`src/rtl/vga_timing_gen.sv`:
```
// Raster timing source: free-running pixel/line counters, active-video decode,
// and hs/vs pushed through a short delay line to match registered colour paths.
module vga_timing_gen #(
  parameter int H_ACTIVE   = 640,
  parameter int H_FP       = 16,
  parameter int H_SYNC     = 96,
  parameter int H_BP       = 48,
  parameter int V_ACTIVE   = 480,
  parameter int V_FP       = 10,
  parameter int V_SYNC     = 2,
  parameter int V_BP       = 33,
  parameter int SYNC_DELAY = 1
) (
  input  logic       vga_clk,
  input  logic       reset,
  input  logic       pix_ce,
  output logic [9:0] DrawX,
  output logic [9:0] DrawY,
  output logic       blank,
  output logic       hs,
  output logic       vs,
  output logic       line_start,
  output logic       frame_start
);

  localparam int H_TOTAL = H_ACTIVE + H_FP + H_SYNC + H_BP;
  localparam int V_TOTAL = V_ACTIVE + V_FP + V_SYNC + V_BP;

  localparam logic [9:0] H_LAST = 10'(H_TOTAL - 1);
  localparam logic [9:0] V_LAST = 10'(V_TOTAL - 1);

  // Decode bounds are 11 bits so a sync pulse ending exactly at 1024 still compares correctly.
  localparam logic [10:0] H_ACT_END  = 11'(H_ACTIVE);
  localparam logic [10:0] V_ACT_END  = 11'(V_ACTIVE);
  localparam logic [10:0] HS_START   = 11'(H_ACTIVE + H_FP);
  localparam logic [10:0] HS_END     = 11'(H_ACTIVE + H_FP + H_SYNC);
  localparam logic [10:0] VS_START   = 11'(V_ACTIVE + V_FP);
  localparam logic [10:0] VS_END     = 11'(V_ACTIVE + V_FP + V_SYNC);

  logic [9:0] hc_q, hc_d;
  logic [9:0] vc_q, vc_d;
  logic       hs_raw;
  logic       vs_raw;

  always_comb begin
    hc_d = hc_q;
    vc_d = vc_q;
    if (pix_ce) begin
      if (hc_q == H_LAST) begin
        hc_d = '0;
        vc_d = (vc_q == V_LAST) ? '0 : vc_q + 10'd1;
      end else begin
        hc_d = hc_q + 10'd1;
      end
    end
  end

  always_ff @(posedge vga_clk) begin
    if (reset) begin
      hc_q <= '0;
      vc_q <= '0;
    end else begin
      hc_q <= hc_d;
      vc_q <= vc_d;
    end
  end

  assign DrawX = hc_q;
  assign DrawY = vc_q;

  assign blank  = ({1'b0, hc_q} < H_ACT_END) && ({1'b0, vc_q} < V_ACT_END);
  assign hs_raw = !(({1'b0, hc_q} >= HS_START) && ({1'b0, hc_q} < HS_END));
  assign vs_raw = !(({1'b0, vc_q} >= VS_START) && ({1'b0, vc_q} < VS_END));

  assign line_start  = !reset && (hc_q == 10'd0);
  assign frame_start = !reset && (hc_q == 10'd0) && (vc_q == 10'd0);

  generate
    if (SYNC_DELAY == 0) begin : g_no_delay
      assign hs = hs_raw;
      assign vs = vs_raw;
    end else begin : g_delay
      logic [SYNC_DELAY-1:0] hs_pipe_q;
      logic [SYNC_DELAY-1:0] vs_pipe_q;

      for (genvar gi = 0; gi < SYNC_DELAY; gi++) begin : g_stage
        logic hs_in;
        logic vs_in;

        if (gi == 0) begin : g_first
          assign hs_in = hs_raw;
          assign vs_in = vs_raw;
        end else begin : g_next
          assign hs_in = hs_pipe_q[gi-1];
          assign vs_in = vs_pipe_q[gi-1];
        end

        // Stages preload to the inactive level so the monitor never sees a spurious sync.
        always_ff @(posedge vga_clk) begin
          if (reset) begin
            hs_pipe_q[gi] <= 1'b1;
            vs_pipe_q[gi] <= 1'b1;
          end else if (pix_ce) begin
            hs_pipe_q[gi] <= hs_in;
            vs_pipe_q[gi] <= vs_in;
          end
        end
      end

      assign hs = hs_pipe_q[SYNC_DELAY-1];
      assign vs = vs_pipe_q[SYNC_DELAY-1];
    end
  endgenerate

endmodule

```
`config.mk`:
```
export PLATFORM = sky130hd
export DESIGN_NAME = vga_timing_gen
export DESIGN_NICKNAME = d
export VERILOG_FILES = /design/src/rtl/vga_timing_gen.sv
export SDC_FILE = /design/constraint.sdc
export NUM_CORES = 1
export LEC_CHECK = 0
export BUFFER_PORTS_ARGS = -buffer_cell sky130_fd_sc_hd__buf_4
export CELL_PAD_IN_SITES_DETAIL_PLACEMENT = 1
export CELL_PAD_IN_SITES_GLOBAL_PLACEMENT = 1
export CORE_MARGIN = 8
export CORE_UTILIZATION = 38
export DETAILED_ROUTE_END_ITERATION = 16
export PLACE_DENSITY = 0.74
export SKIP_CTS_REPAIR_TIMING = 1
export SYNTH_ARGS = -nofsm -noshare
export SYNTH_HDL_FRONTEND = slang
export SYNTH_SLANG_ARGS = --single-unit
```
`constraint.sdc`:
```
create_clock -name vga_clk -period 2.7 [get_ports vga_clk]
set_input_delay 0.54 -clock vga_clk [delete_from_list [all_inputs] [get_ports vga_clk]]
set_output_delay 0.54 -clock vga_clk [all_outputs]
set_load 0.02 [all_outputs]
```
* Word-level counts from Yosys, hierarchy flattened
Index checks and enable logic that the tools add are counted. Widths: inputs -> output; s select.
Word-level totals: output and inout port bits 25, logic and storage cells 27, register bits 22
Operators by class: $lt $le $gt $ge 6, $add $sub $neg 2, equality and inequality tests 2, mux-type cells 2, reductions and logical operators 11
Operators by type and width (count):
- $add 10x1->10 const B | 2
- $eq 10x10->1 const B | 2
- $logic_not 10->1 | 2
- $lt 10x10->1 const B | 2
- $lt 10x9->1 const B | 2
- $mux 10 | 2
- $ge 10x10->1 const B | 1
- $ge 10x9->1 const B | 1
- $logic_and 1x1->1 | 5
- $logic_not 1->1 | 3
- $reduce_and 2->1 | 1

* Longest topological paths before layout
depth after elaboration 3, depth in mapped cells 6

* Worst setup path after synthesis
No wires, ideal clock.
path kind reg-to-output, from reg hc_q[0], in the netlist DrawX[0], to out frame_start, cell stages (with the launch flop) 6, slack 575 ps, path buffers 0, arrival 1585 ps, required time 2160 ps, cells stage by stage dfxtp_1 inv_1 ha_1 nor4b_1 nand2_1 nor4_1
Between the ends: longest elaborated chain between the ends 3
RTL lines:
- start: declaration | line 40 | logic [9:0] hc_q, hc_d;
- start signal: assignment | line 60 | hc_q <= '0;
- start signal: assignment | line 63 | hc_q <= hc_d;
- $logic_not 10->1 | line 76 | assign frame_start = !reset && (hc_q == 10'd0) && (vc_q == 10'd0);
- $logic_and 1x1->1 (2 in series) | line 76
- end: declaration | line 23 | output logic frame_start
No other way between the ends.

* Worst setup path after layout
from reg vc_q[4], in the netlist DrawY[4], to out frame_start
Between the ends: longest elaborated chain between the ends 2
RTL lines:
- start: declaration | line 41 | logic [9:0] vc_q, vc_d;
- start signal: assignment | line 64 | vc_q <= vc_d;
- $logic_not 10->1 | line 76
- $logic_and 1x1->1 | line 76
No other way between the ends.

==> key figures <==
Clock network
  – Clk_lat worst skew: 0.32 ns
  – CTS root buf: clkbuf_4
  – CTS buffer count: 3
  – CTS Sinks: 22
  – CTS tree: done
  – Reg clk slew, reported paths: about 0.13 ns
  – CTS Buffer Depth: 2
  – H-tree depth: 1

Worst setup path
  – Setup crit end kind: output pin
  – Worst setup SP type: flip-flop
  – WP data required: 2.16 ns
  – WS Path Type: reg -> out
  – Crit-path max FO: 7
  – Crit path DAT: between 1.5 and 2 ns

Die
  – Rows: 20
  – Starting Density: 0.391
  – Total core area: about 3000 um^2
  – Die area: 5120 um^2
  – Die height: between 70 and 80 um
  – Die Wd: 71.6 um
  – Top Ports: 28

Logic synthesis
  – Synth Net Count: 140
  – Post-synthesis mux area share: 0.0171
  – Mean Syn Cell Area: 8.82 um^2
  – XOR/XNOR Fraction of Synth Area: 0.0821
  – Simple-gate area share of the yosys netlist: 0.345
  – Synth warn: 0
  – Fraction of the mapped netlist area in compound gates: 0.0981
  – Area share of fa/ha/maj cells after synthesis: 0.0426
  – Primary FF master, synth: dfxtp_1
  – Mapped Cells: 133
  – Largest family of logic cells by synthesized area: simple AND/OR/NAND/NOR gates
  – FF+latch count, synth: 22
  – Post-synthesis sequential area ratio: 0.375
  – Post-synthesis cell type count: 43
  – Async set or reset register ratio after synthesis: 0
  – Synthesized area: 1170 um^2
  – Post-synth EDFFs: 0

GRT
  – Vias in the first global route: ~1100
  – First-pass GRT wire length: 5330 um
  – Gr usage total: 0.131
  – Antenna violations before repair: 0
  – Grt total ovfl: 0
  – Largest net degree at the start of global routing: 13

Drt
  – Via density: 5.60
  – Total wire length: 3250 um
  – Final ANT Viol Nets: 0
  – DR DRC count: 0
  – DRT iter0 DRCs: 52
  – 1st-pass router iterations: 4
  – Total number of vias: 1080
  – Per-cell routed wire length: ~17 um

STA
  – Clock Skews: roughly 0.0065 ns
  – Post-layout min period: approximately 2.4 ns
  – Part of the cycle the worst path needs: 0.899
  – Max-slew violations: 0
  – Final hold violations: 0
  – Max Fclk: 0.412 GHz
  – RSZ-0062 raised after global routing: no
  – Slew HR: 0.626
  – Measured slew at the worst slew-check pin: approximately 0.56 ns
  – # setup viols final: 0
  – Setup TNS: 0 ns

Final layout
  – Layout cells sized above 1: 0.250
  – Diode count: 0
  – Most common cell after layout, fill and taps aside: buf_4
  – Post-route non-filler standard cell count: 193
  – Commonest non-fill, non-tap cells in the layout: buf_4 (27), dfxtp_1 (22), nor2_1 (16)
  – Area Growth Syn to Fin: 21.5%
  – Nets@finish: between 150 and 200

Hold path
  – Worst min-delay path category: in -> reg

Placed design
  – PortBufs: 27
  – Dpl hpwl: approximately 2500 um
  – Placed cell count: between 150 and 200
  – Placer Congestion: approximately 0.80

Power
  – Pwr per Cell Area: ~400 nW/um^2
  – Static leakage: 0.544 nW
  – Maximum vdd drop: around 0.18 mV

Job
  – Max cap viols: 0

Outcome
  – Status: completed
[worst max-delay path: stages (launching register included)]
cell and delay, ns:
dfxtp_1 0.41, nor4_1 0.53, nand3_1 0.14, nor4_1 0.28, buf_4 0.21
[layer usage]
layer	wire, um	vias to the layer above	global-route usage	part of all wire
met3	129	5	0.0279	0.040
met1	1540	519	0.166	0.47
met4	58	0	0.0612	0.018
li1	-	539	-	-
met2	1520	17	0.206	0.47
met5	0	-	0	0
[synthesized netlist by cell type, types with 2 or more instances]
cell      instances  area (um^2)
dfxtp_1          22          440
nor2_1           16         60.1
a21oi_1           6         30.0
nor4_1            6         37.5
xnor2_1           6         52.6
inv_1             5         18.8
nand2_1           5         18.8
nand3_1           5         25.0
o21ai_0           5         25.0
xor2_1            5         43.8
ha_1              4         50.1
nand4_1           4         25.0
nor3_1            4         20.0
or3_1             4         25.0
o31ai_1           3         22.5
a31oi_1           2         12.5
mux2i_1           2         20.0
nand3b_1          2         15.0
nand4b_1          2         17.5
or2_2             2         12.5
[cell families (layout without fill, tap and decap cells)]
group / count (synthesis) / in the layout
XOR/XNOR: 11 / 11
AND/OR/NAND/NOR: 66 / 66
flip-flops: 22 / 22
adder cells (fa/ha/maj): 4 / 4
AO/OA/AOI/OAI: 19 / 19
buffers and inverters: 9 / 36
multiplexers: 2 / 2
[report_power, final]
part	internal [W]	switching, W
Combinational	0.0000188	0.0000267
Clock	0.0000826	0.000107
Sequential	0.000328	0.00000476
Total	0.000429	0.000138
[worst paths after layout]
kind,start,to,slack [ns],cells after the start
setup / recovery,DrawY[4],frame_start,0.27,4
setup reg to reg,DrawX[0],DrawY[6],0.61,5
hold / removal,reset,DrawX[4],0.47,2
hold reg to reg,DrawY[1],DrawY[1],0.56,2
[metrics by stage]
step	hold WS [ns]	total power, W	cell area, um^2	util	setup WS [ns]
final	0.466	0.000568	1430	0.475	0.273
after global routing	0.471	0.000590	1430	0.475	0.177
after CTS	0.464	0.000574	1430	0.475	0.287
after detailed placement	0.550	0.000386	1390	0.463	0.513
after global placement	0.543	0.000386	1390	0.463	0.598
after floorplan	0.597	0.000368	1170	-	0.575
[flip-flops by register name, summed over array words and instances, names as in the netlist]
name / cells
DrawX: 10
DrawY: 10
hs: 1
vs: 1
[final cells by class]
type	count	area (um^2)
Fill cell	367	1580
Multi-Input combinational cell	102	687
Sequential cell	22	440
Timing Repair Buffer	27	203
Tap cell	33	41.3
Clock buffer	4	36.3
Inverter	5	18.8
(Power assumes the default switching activity.)
